`config.mk`:
```
export PLATFORM = sky130hd
export DESIGN_NAME = urp_pcie_rx_dll_acknak
export DESIGN_NICKNAME = d
export VERILOG_FILES = /design/src/rtl/urp_pcie_rx_dll_acknak.sv
export SDC_FILE = /design/constraint.sdc
export NUM_CORES = 2
export LEC_CHECK = 0
export ABC_CLOCK_PERIOD_IN_PS = 27200
export BUFFER_PORTS_ARGS = -buffer_cell sky130_fd_sc_hd__buf_2
export CAP_MARGIN = 5
export CORE_UTILIZATION = 55
export CTS_CLUSTER_DIAMETER = 100
export CTS_CLUSTER_SIZE = 16
export DETAILED_ROUTE_END_ITERATION = 7
export PLACE_DENSITY = 0.78
export SLEW_MARGIN = 25
export SYNTH_ARGS = -nofsm -noshare
export SYNTH_HDL_FRONTEND = slang
export SYNTH_SLANG_ARGS = --single-unit
export TNS_END_PERCENT = 10
```
`constraint.sdc`:
```
create_clock -name clk -period 27.2 [get_ports clk]
set_input_delay 2.72 -clock clk [delete_from_list [all_inputs] [get_ports clk]]
set_output_delay 2.72 -clock clk [all_outputs]
set_load 0.01 [all_outputs]
```
`src/rtl/urp_pcie_rx_dll_acknak.sv`:
```
// Receive-side PCIe Data Link Layer: LCRC and sequence check, in-order TLP
// forwarding through an output FIFO, and coalesced ACK / NAK DLLP generation.
module urp_pcie_rx_dll_acknak #(
    parameter int TLP_W       = 224,
    parameter int FIFO_DEPTH  = 4,
    parameter int ACK_THRESH  = 4,
    parameter int ACK_TIMEOUT = 64
) (
    input  logic              clk,
    input  logic              rst_n,
    input  logic [TLP_W+43:0] tlp_data_i,
    input  logic              tlp_data_valid_i,
    output logic              tlp_data_ready_o,
    output logic [31:0]       dllp_o,
    output logic              dllp_valid_o,
    input  logic              dllp_read_i,
    output logic [TLP_W-1:0]  tlp_data_o,
    output logic              tlp_data_valid_o,
    input  logic              tlp_data_ready_i
);

    localparam int AW = $clog2(FIFO_DEPTH);
    localparam int CW = $clog2(ACK_THRESH + 1);
    localparam int TW = $clog2(ACK_TIMEOUT + 1);
    localparam logic [7:0] DLLP_ACK = 8'h00;
    localparam logic [7:0] DLLP_NAK = 8'h10;

    // CRC-32 (0x04C11DB7), MSB first over {4'b0000, seq, tlp}, seeded and
    // finally inverted with all ones.
    function automatic logic [31:0] lcrc_calc(input logic [11:0] seq,
                                              input logic [TLP_W-1:0] tlp);
        logic [TLP_W+15:0] msg;
        logic [31:0]       crc;
        logic              fb;
        msg = {4'b0000, seq, tlp};
        crc = 32'hFFFF_FFFF;
        for (int i = TLP_W + 15; i >= 0; i--) begin
            fb  = crc[31] ^ msg[i];
            crc = {crc[30:0], 1'b0};
            if (fb) begin
                crc = crc ^ 32'h04C1_1DB7;
            end
        end
        return ~crc;
    endfunction

    logic              accept;
    logic              rdy_en;
    logic              vld_p0;
    logic [11:0]       seq_p0;
    logic [TLP_W-1:0]  tlp_p0;
    logic [31:0]       lcrc_p0;

    logic [11:0]       next_seq;
    logic              nak_sched;
    logic              nak_pend;
    logic              ack_pend;
    logic [CW-1:0]     ack_cnt;
    logic [TW-1:0]     ack_timer;

    logic              crc_ok;
    logic [11:0]       seq_dist;
    logic              in_order;
    logic              dup_ack;
    logic              nak_set;
    logic              ack_due;
    logic              nak_want;
    logic              ack_want;
    logic              slot_free;
    logic              launch_nak;
    logic              launch_ack;

    logic [TLP_W-1:0]  fifo_mem [FIFO_DEPTH];
    logic [AW:0]       wr_ptr;
    logic [AW:0]       rd_ptr;
    logic [AW:0]       fifo_cnt;
    logic [AW+1:0]     occupancy;
    logic              fifo_pop;

    // Space is reserved for the beat sitting in the check stage, so a good
    // TLP always finds a FIFO slot when it is decided.
    assign fifo_cnt         = wr_ptr - rd_ptr;
    assign occupancy        = {1'b0, fifo_cnt} + (AW+2)'(vld_p0);
    assign tlp_data_ready_o = rdy_en & (occupancy < (AW+2)'(FIFO_DEPTH));
    assign accept           = tlp_data_valid_i & tlp_data_ready_o;

    assign tlp_data_valid_o = (fifo_cnt != '0);
    assign tlp_data_o       = tlp_data_valid_o ? fifo_mem[rd_ptr[AW-1:0]] : '0;
    assign fifo_pop         = tlp_data_valid_o & tlp_data_ready_i;

    // Input ready is held off until the first edge after reset release.
    always_ff @(posedge clk or negedge rst_n) begin
        if (!rst_n) begin
            rdy_en <= 1'b0;
        end else begin
            rdy_en <= 1'b1;
        end
    end

    // Check-stage valid flag.
    always_ff @(posedge clk or negedge rst_n) begin
        if (!rst_n) begin
            vld_p0 <= 1'b0;
        end else begin
            vld_p0 <= accept;
        end
    end

    // Check-stage payload capture; qualified by vld_p0, so no reset.
    always_ff @(posedge clk) begin
        if (accept) begin
            seq_p0  <= tlp_data_i[TLP_W+43:TLP_W+32];
            tlp_p0  <= tlp_data_i[TLP_W+31:32];
            lcrc_p0 <= tlp_data_i[31:0];
        end
    end

    // Decision: distance of the received sequence behind NEXT_RCV_SEQ.
    assign crc_ok   = (lcrc_calc(seq_p0, tlp_p0) == lcrc_p0);
    assign seq_dist = next_seq - seq_p0;
    assign in_order = vld_p0 & crc_ok & (seq_dist == 12'd0);
    assign dup_ack  = vld_p0 & crc_ok & (seq_dist != 12'd0) & (seq_dist <= 12'd2048);
    assign nak_set  = vld_p0 & ~nak_sched & (~crc_ok | (seq_dist > 12'd2048));
    assign ack_due  = (ack_cnt >= CW'(ACK_THRESH)) |
                      ((ack_cnt != '0) & (ack_timer >= TW'(ACK_TIMEOUT - 1)));

    // A DLLP may launch into an empty holder or into one being read this
    // cycle; NAK wins over ACK and a losing ACK stays pending.
    assign nak_want   = nak_pend | nak_set;
    assign ack_want   = ack_pend | dup_ack | ack_due;
    assign slot_free  = ~dllp_valid_o | dllp_read_i;
    assign launch_nak = slot_free & nak_want;
    assign launch_ack = slot_free & ~nak_want & ack_want;

    // Output FIFO pointers.
    always_ff @(posedge clk or negedge rst_n) begin
        if (!rst_n) begin
            wr_ptr <= '0;
            rd_ptr <= '0;
        end else begin
            if (in_order) begin
                wr_ptr <= wr_ptr + 1'b1;
            end
            if (fifo_pop) begin
                rd_ptr <= rd_ptr + 1'b1;
            end
        end
    end

    // Output FIFO storage.
    always_ff @(posedge clk) begin
        if (in_order) begin
            fifo_mem[wr_ptr[AW-1:0]] <= tlp_p0;
        end
    end

    // Sequence tracking and NAK_SCHEDULED.
    always_ff @(posedge clk or negedge rst_n) begin
        if (!rst_n) begin
            next_seq  <= 12'd0;
            nak_sched <= 1'b0;
        end else if (in_order) begin
            next_seq  <= next_seq + 12'd1;
            nak_sched <= 1'b0;
        end else if (nak_set) begin
            nak_sched <= 1'b1;
        end
    end

    // ACK coalescing counters; a TLP decided in the launch cycle is not yet
    // covered by that ACK, so it starts the next count.
    always_ff @(posedge clk or negedge rst_n) begin
        if (!rst_n) begin
            ack_cnt   <= '0;
            ack_timer <= '0;
        end else if (launch_ack) begin
            ack_cnt   <= CW'(in_order);
            ack_timer <= '0;
        end else begin
            if (in_order && (ack_cnt < CW'(ACK_THRESH))) begin
                ack_cnt <= ack_cnt + 1'b1;
            end
            if (ack_cnt == '0) begin
                ack_timer <= '0;
            end else if (ack_timer < TW'(ACK_TIMEOUT - 1)) begin
                ack_timer <= ack_timer + 1'b1;
            end
        end
    end

    // Pending request flags; repeated scheduling merges into one DLLP.
    always_ff @(posedge clk or negedge rst_n) begin
        if (!rst_n) begin
            nak_pend <= 1'b0;
            ack_pend <= 1'b0;
        end else begin
            nak_pend <= nak_want & ~launch_nak;
            ack_pend <= (ack_pend | dup_ack) & ~launch_ack;
        end
    end

    // DLLP holding register; seq reports the last in-order TLP at launch.
    always_ff @(posedge clk or negedge rst_n) begin
        if (!rst_n) begin
            dllp_o       <= 32'h0;
            dllp_valid_o <= 1'b0;
        end else if (launch_nak) begin
            dllp_o       <= {DLLP_NAK, 12'h000, next_seq - 12'd1};
            dllp_valid_o <= 1'b1;
        end else if (launch_ack) begin
            dllp_o       <= {DLLP_ACK, 12'h000, next_seq - 12'd1};
            dllp_valid_o <= 1'b1;
        end else if (dllp_read_i) begin
            dllp_valid_o <= 1'b0;
        end
    end

endmodule

```
# Yosys cells after proc, flatten, opt, wreduce, memory -nomap -nowiden
# Memory sizes are Yosys's and may differ from the RTL's.
# Cells that the tools add are included.
# classes
n_addsub	9
n_mul	0
div	0
magnitude_cmp	7
eq_ne	1
n_shift	0
n_mux	251
n_bitwise	498
n_reduce_logical	11
# ops
op	n
27-bit 2-to-1 mux	236
14-bit NOT	235
1-bit bitwise XOR	230
224-bit 2-to-1 mux	1
32-bit 2-to-1 mux	2
32-bit == test	1
32-bit NOT	1
7-bit 2-to-1 mux	3
1-bit AND	15
12-bit by 1-bit adder with 12-bit output (second input constant)	1
12-bit greater-than comparator (second input constant)	1
12-bit <= comparator (second input constant)	1
12-bit zero test	1
12-bit nonzero test	1
3-bit nonzero test	4
12-bit by 1-bit subtractor with 12-bit output (second input constant)	1
12-bit subtractor	1
3-bit by 1-bit adder with 3-bit output (second input constant)	3
7-bit by 1-bit adder with 7-bit output (second input constant)	1
7-bit by 6-bit greater-or-equal comparator with 1-bit output (second input constant)	1
7-bit by 6-bit less-than comparator with 1-bit output (second input constant)	1
1-bit 2-to-1 mux	7
3-bit 2-to-1 mux	2
1-bit NOT	6
10 further kinds	21
# word_totals
register_bits	334
latchBits	0
mem_bits_rw	896
mem_bits_ro	0
mem_count	1
# mem_list
name	words	word_bits	read_ports	rd_ports_with_merged_regs	write_ports	line_no	rtl
fifo_mem	4	224	1	0	1	73	logic [TLP_W-1:0] fifo_mem [FIFO_DEPTH];

# Depth between registers and ports, before layout
# depth
word_depth	482
ltp_mapped	57

# Worst setup path after synthesis
# No wires, ideal clock.
# synth_path
path_type	register to register
start	register seq_p0[6]
end	memory fifo_mem[0][0], enable pin
setup_ns	0.614
arrival_time_ns	25.182
t_required_ns	26.586
setup_slack_ns	1.404
stages_incl_launch_ff	51
n_path_buf	4
cell_sequence	edfxtp_1 buf_4 xnor3_1 xor2_2 xor3_2 xnor2_1 xor3_2 xor2_2 xnor3_1 xnor2_2 xnor3_1 xor2_1 xnor3_1 xnor3_2 xnor2_1 xnor3_1 xnor2_1 xnor3_1 [... 15 more ...] xor3_2 xor3_2 xnor2_2 xnor3_1 xnor3_1 xor3_1 xnor3_2 xor2_4 xnor3_2 xnor3_1 or4b_1 a211o_1 a222oi_1 o2111ai_1 nor3_1 clkbuf_1 buf_2 and2_1
# synth_via
elab_chain_cells	305
elab_cells_between_ends	688
# synth_rtl
element	line_no	rtl
start, declared	50	logic [11:0] seq_p0;
start signal, assigned	112	seq_p0 <= tlp_data_i[TLP_W+43:TLP_W+32];
1-bit bitwise XOR	38	fb = crc[31] ^ msg[i];
27-bit 2-to-1 mux	40	if (fb) begin
14-bit NOT (no source line) or 27-bit 2-to-1 mux (tied branches)	--	
27-bit 2-to-1 mux or 14-bit NOT (tied branches)	--	
14-bit NOT (no source line) or 27-bit 2-to-1 mux (tied branches)	--	
27-bit 2-to-1 mux or 14-bit NOT (tied branches)	--	
27-bit 2-to-1 mux	40	
14-bit NOT (no source line) or 27-bit 2-to-1 mux (tied branches)	--	
[... 289 more ...]	--	
27-bit 2-to-1 mux or 14-bit NOT (tied branches)	--	
27-bit 2-to-1 mux	40	
32-bit NOT	44	return ~crc;
32-bit == test	119	assign crc_ok = (lcrc_calc(seq_p0, tlp_p0) == lcrc_p0);
1-bit AND	121	assign in_order = vld_p0 & crc_ok & (seq_dist == 12'd0);
1-bit AND *	121	
1-bit 2-to-1 mux *	152	if (in_order) begin
1-bit 2-to-1 mux (implied by the code) *	153	fifo_mem[wr_ptr[AW-1:0]] <= tlp_p0;
end, declared	73	
# Mark *: on every way between the ends. The rest lies on a longest branch, timed or not.

# Final worst setup path
# layout_path
start	register seq_p0[8]
end	memory fifo_mem[2][41], enable pin
# layout_via
elab_chain_cells	309
elab_cells_between_ends	694
# layout_rtl
element	line_no
1-bit bitwise XOR	38
27-bit 2-to-1 mux	40
14-bit NOT (no source line)	--
27-bit 2-to-1 mux	40
14-bit NOT (no source line) or 27-bit 2-to-1 mux (tied branches)	--
27-bit 2-to-1 mux or 14-bit NOT (tied branches)	--
27-bit 2-to-1 mux	40
14-bit NOT (no source line)	--
[... 293 more ...]	--
14-bit NOT (no source line)	--
27-bit 2-to-1 mux	40
32-bit NOT	44
32-bit == test	119
1-bit AND	121
1-bit AND *	121
1-bit 2-to-1 mux *	152
1-bit 2-to-1 mux (implied by the code) *	153
# Marks and branches as above.

==> metrics.yaml <==
synth_edf_count: 1164
die_w_um: 373.9
cp-end-kind: "register"
outcome: "finished, final reports clean"
hold_violations: 0
final_cell_mix: "edfxtp_1, xnor2_1, xnor3_1"
drt_first_pass_iters: 5
min-delay-start: "wr_ptr[2]"
gp_congestion: 0.9854
postCtsHoldBufs: 0
core_area_um2: 137300
grt-busiest-layer: "met2"
dp_hpwl_um: 140400
clock_path_buffers: 3
critPathLaunch: "seq_p0[8]"
async_flop_share_pct: 3.881
portBuffers: 512
max_slew.worst_pin.slew_ps: 1003
cap_viol_max_count: 0
period_needed_ps: 25850
final.setup.tns_ps: 0
grt_pass1_wl_um: 267300
ys_warn_count: 0
clock_latency_ps: 730
use_met2_pct: 43.83
cts_sinks: 1211
timing.hold.worst.class: "register to register"
cts-root-buf: "clkbuf_16"
slew_viol_final: 0
hold_ws_ps: 491.4
slew_headroom_pct: 33.13
ant_nets: 0
grt_pass1_vias: 38510
grt_util_met3_pct: 4.009
synth_flop_cell: "edfxtp_1"
r2r-start: "seq_p0[8]"
path_class: "register to register"
drive_above_1_share_pct: 23.12
tritoncts: "done"
grt_start_max_net_pins: 91
start_kind: "register"
fp-row-count: 136
drc_errors: 0
wl_per_cell_um: 28.26
fin_nets: 4994
clk_pin_slew_ps: 70
grt-ovfl-total: 0
cp.arrival_ps: 26220
skew_ps: 40.35
totalWireLength_um: 184400
dr_total_vias: 37780
grt_usage_pct: 26.47
crit_path_max_incr_delay_ps: 840
synthDistinctLibCells: 59
fmax_ghz: 0.03869
dieArea_um2: 139800
start_util_pct: 55.38
drtIter0Drc: 3743
synth_seq_cells: 1211
avgSynthCellArea_um2: 18.34
met1_usage_pct: 36.87
min_period_over_period_pct: 95.03
area_delta_synth_final_pct: 9.714
rsz0062_at_grt: "false"
setup_viol: 0
slowest_stage: "xnor3_1"
ys_seq_area_share_pct: 47.50
vias_per_cell: 5.789
ioPinCount: 532
cts_setup_buffers: 0
cts_resized: 0
syn-cell-area_um2: 76060
chipHeight_um: 373.9
syn_inst: 4146
cp_max_fo: 45
htreeDepth: 3
final_common_cell: "edfxtp_1"
required_ps: 27570
crit_top_cell: "xnor3_1"
antenna_found_initial: 2
cts_buffers: 89
==> synthesized netlist by cell type (all sizes together) (2+ instances only) <==
library cell / number / area share (%)
o31ai: 2 / 0.038
nand2b: 5 / 0.041
o31a: 2 / 0.023
conb: 2 / 0.0099
and4: 10 / 0.12
xor2: 376 / 4.8
xnor3: 702 / 21
clkbuf: 60 / 0.30
nand2: 15 / 0.074
mux2: 13 / 0.19
inv: 26 / 0.13
xor3: 113 / 3.6
a21oi: 8 / 0.053
or3: 9 / 0.074
nor4: 5 / 0.041
or4: 4 / 0.039
a31oi: 3 / 0.025
buf: 66 / 0.50
o21ai: 9 / 0.059
nor2: 28 / 0.14
fa: 2 / 0.053
o2111ai: 3 / 0.035
mux2i: 6 / 0.079
nand3: 14 / 0.092
nor2b: 3 / 0.025
xnor2: 924 / 12
ha: 22 / 0.36
and2: 237 / 1.9
edfxtp: 1164 / 46
o311a: 2 / 0.041
o211ai: 3 / 0.030
mux4: 224 / 6.6
a21o: 7 / 0.069
nor3: 12 / 0.079
dfrtp: 47 / 1.5
and3: 7 / 0.058
==> flip-flops by register name (all words and copies together), names as in the netlist, 3 cells and up <==
register / flops
fifo_mem: 896
tlp_p0: 224
lcrc_p0: 32
dllp_o: 13
next_seq: 12
seq_p0: 12
ack_timer: 7
ack_cnt: 3
rd_ptr: 3
wr_ptr: 3
==> per-stage QoR <==
stage	util [%]	cell area (um^2)	std cells	setup WS (ps)
2_1_floorplan	-	76120	4164	1404
3_5_place_dp	58.91	80900	6400	1616
6_report	60.77	83440	6527	1353
4_1_cts	60.76	83440	6525	1539
3_3_place_gp	58.89	80870	6399	1610
5_1_grt	60.76	83440	6526	696.6
==> path summary, 6_finish.rpt <==
kind / endpoint / slack (ps) / cells past startpoint
setup / recovery: fifo_mem[2][41] / 1350 / 48
min in group asynchronous: dllp_valid_o / 2080 / 2
hold reg to reg: wr_ptr[2] / 490 / 1
setup reg to reg: fifo_mem[2][41] / 1350 / 48
hold / removal: wr_ptr[2] / 490 / 1
max in group asynchronous: rd_ptr[1] / 24660 / 2
==> worst max-delay path: cells and delay by family (launching register included) <==
kind                   cells  cell delay [ps]
AO/OA/AOI/OAI              3             1180
XOR/XNOR                  40            21160
flip-flops                 1              650
AND/OR/NAND/NOR            3             1640
buffers and inverters      2              750
==> logic make-up after synthesis <==
group | count (synthesis) | share of synthesized area, %
XOR/XNOR | 2115 | 41.01
flip-flops | 1211 | 47.50
AND/OR/NAND/NOR | 355 | 2.790
multiplexers | 243 | 6.905
buffers and inverters | 152 | 0.9262
AO/OA/AOI/OAI | 44 | 0.4409
adder cells (fa/ha/maj) | 24 | 0.4146
other | 2 | 0.009874
==> routing by layer <==
layer / wire (um) / vias up / share of wire, %
li1: - / 16330 / -
met1: 74510 / 19600 / 40
met2: 91490 / 1654 / 50
met3: 13690 / 202 / 7.4
met4: 4712 / 2 / 2.6
met5: 13 / - / 0.0070
==> final cells by class <==
type	count	area, um^2
Clock inverter	11	152.6
Fill cell	9862	53880
Antenna cell	2	5.005
Clock buffer	114	2385
Timing Repair Buffer	568	3095
Multi-Input combinational cell	2801	39330
Tap cell	1794	2245
Inverter	26	97.59
Sequential cell	1211	36140
Power is not shown: default switching activity piles up to over one toggle a cycle in this logic, so the estimate is an artifact.
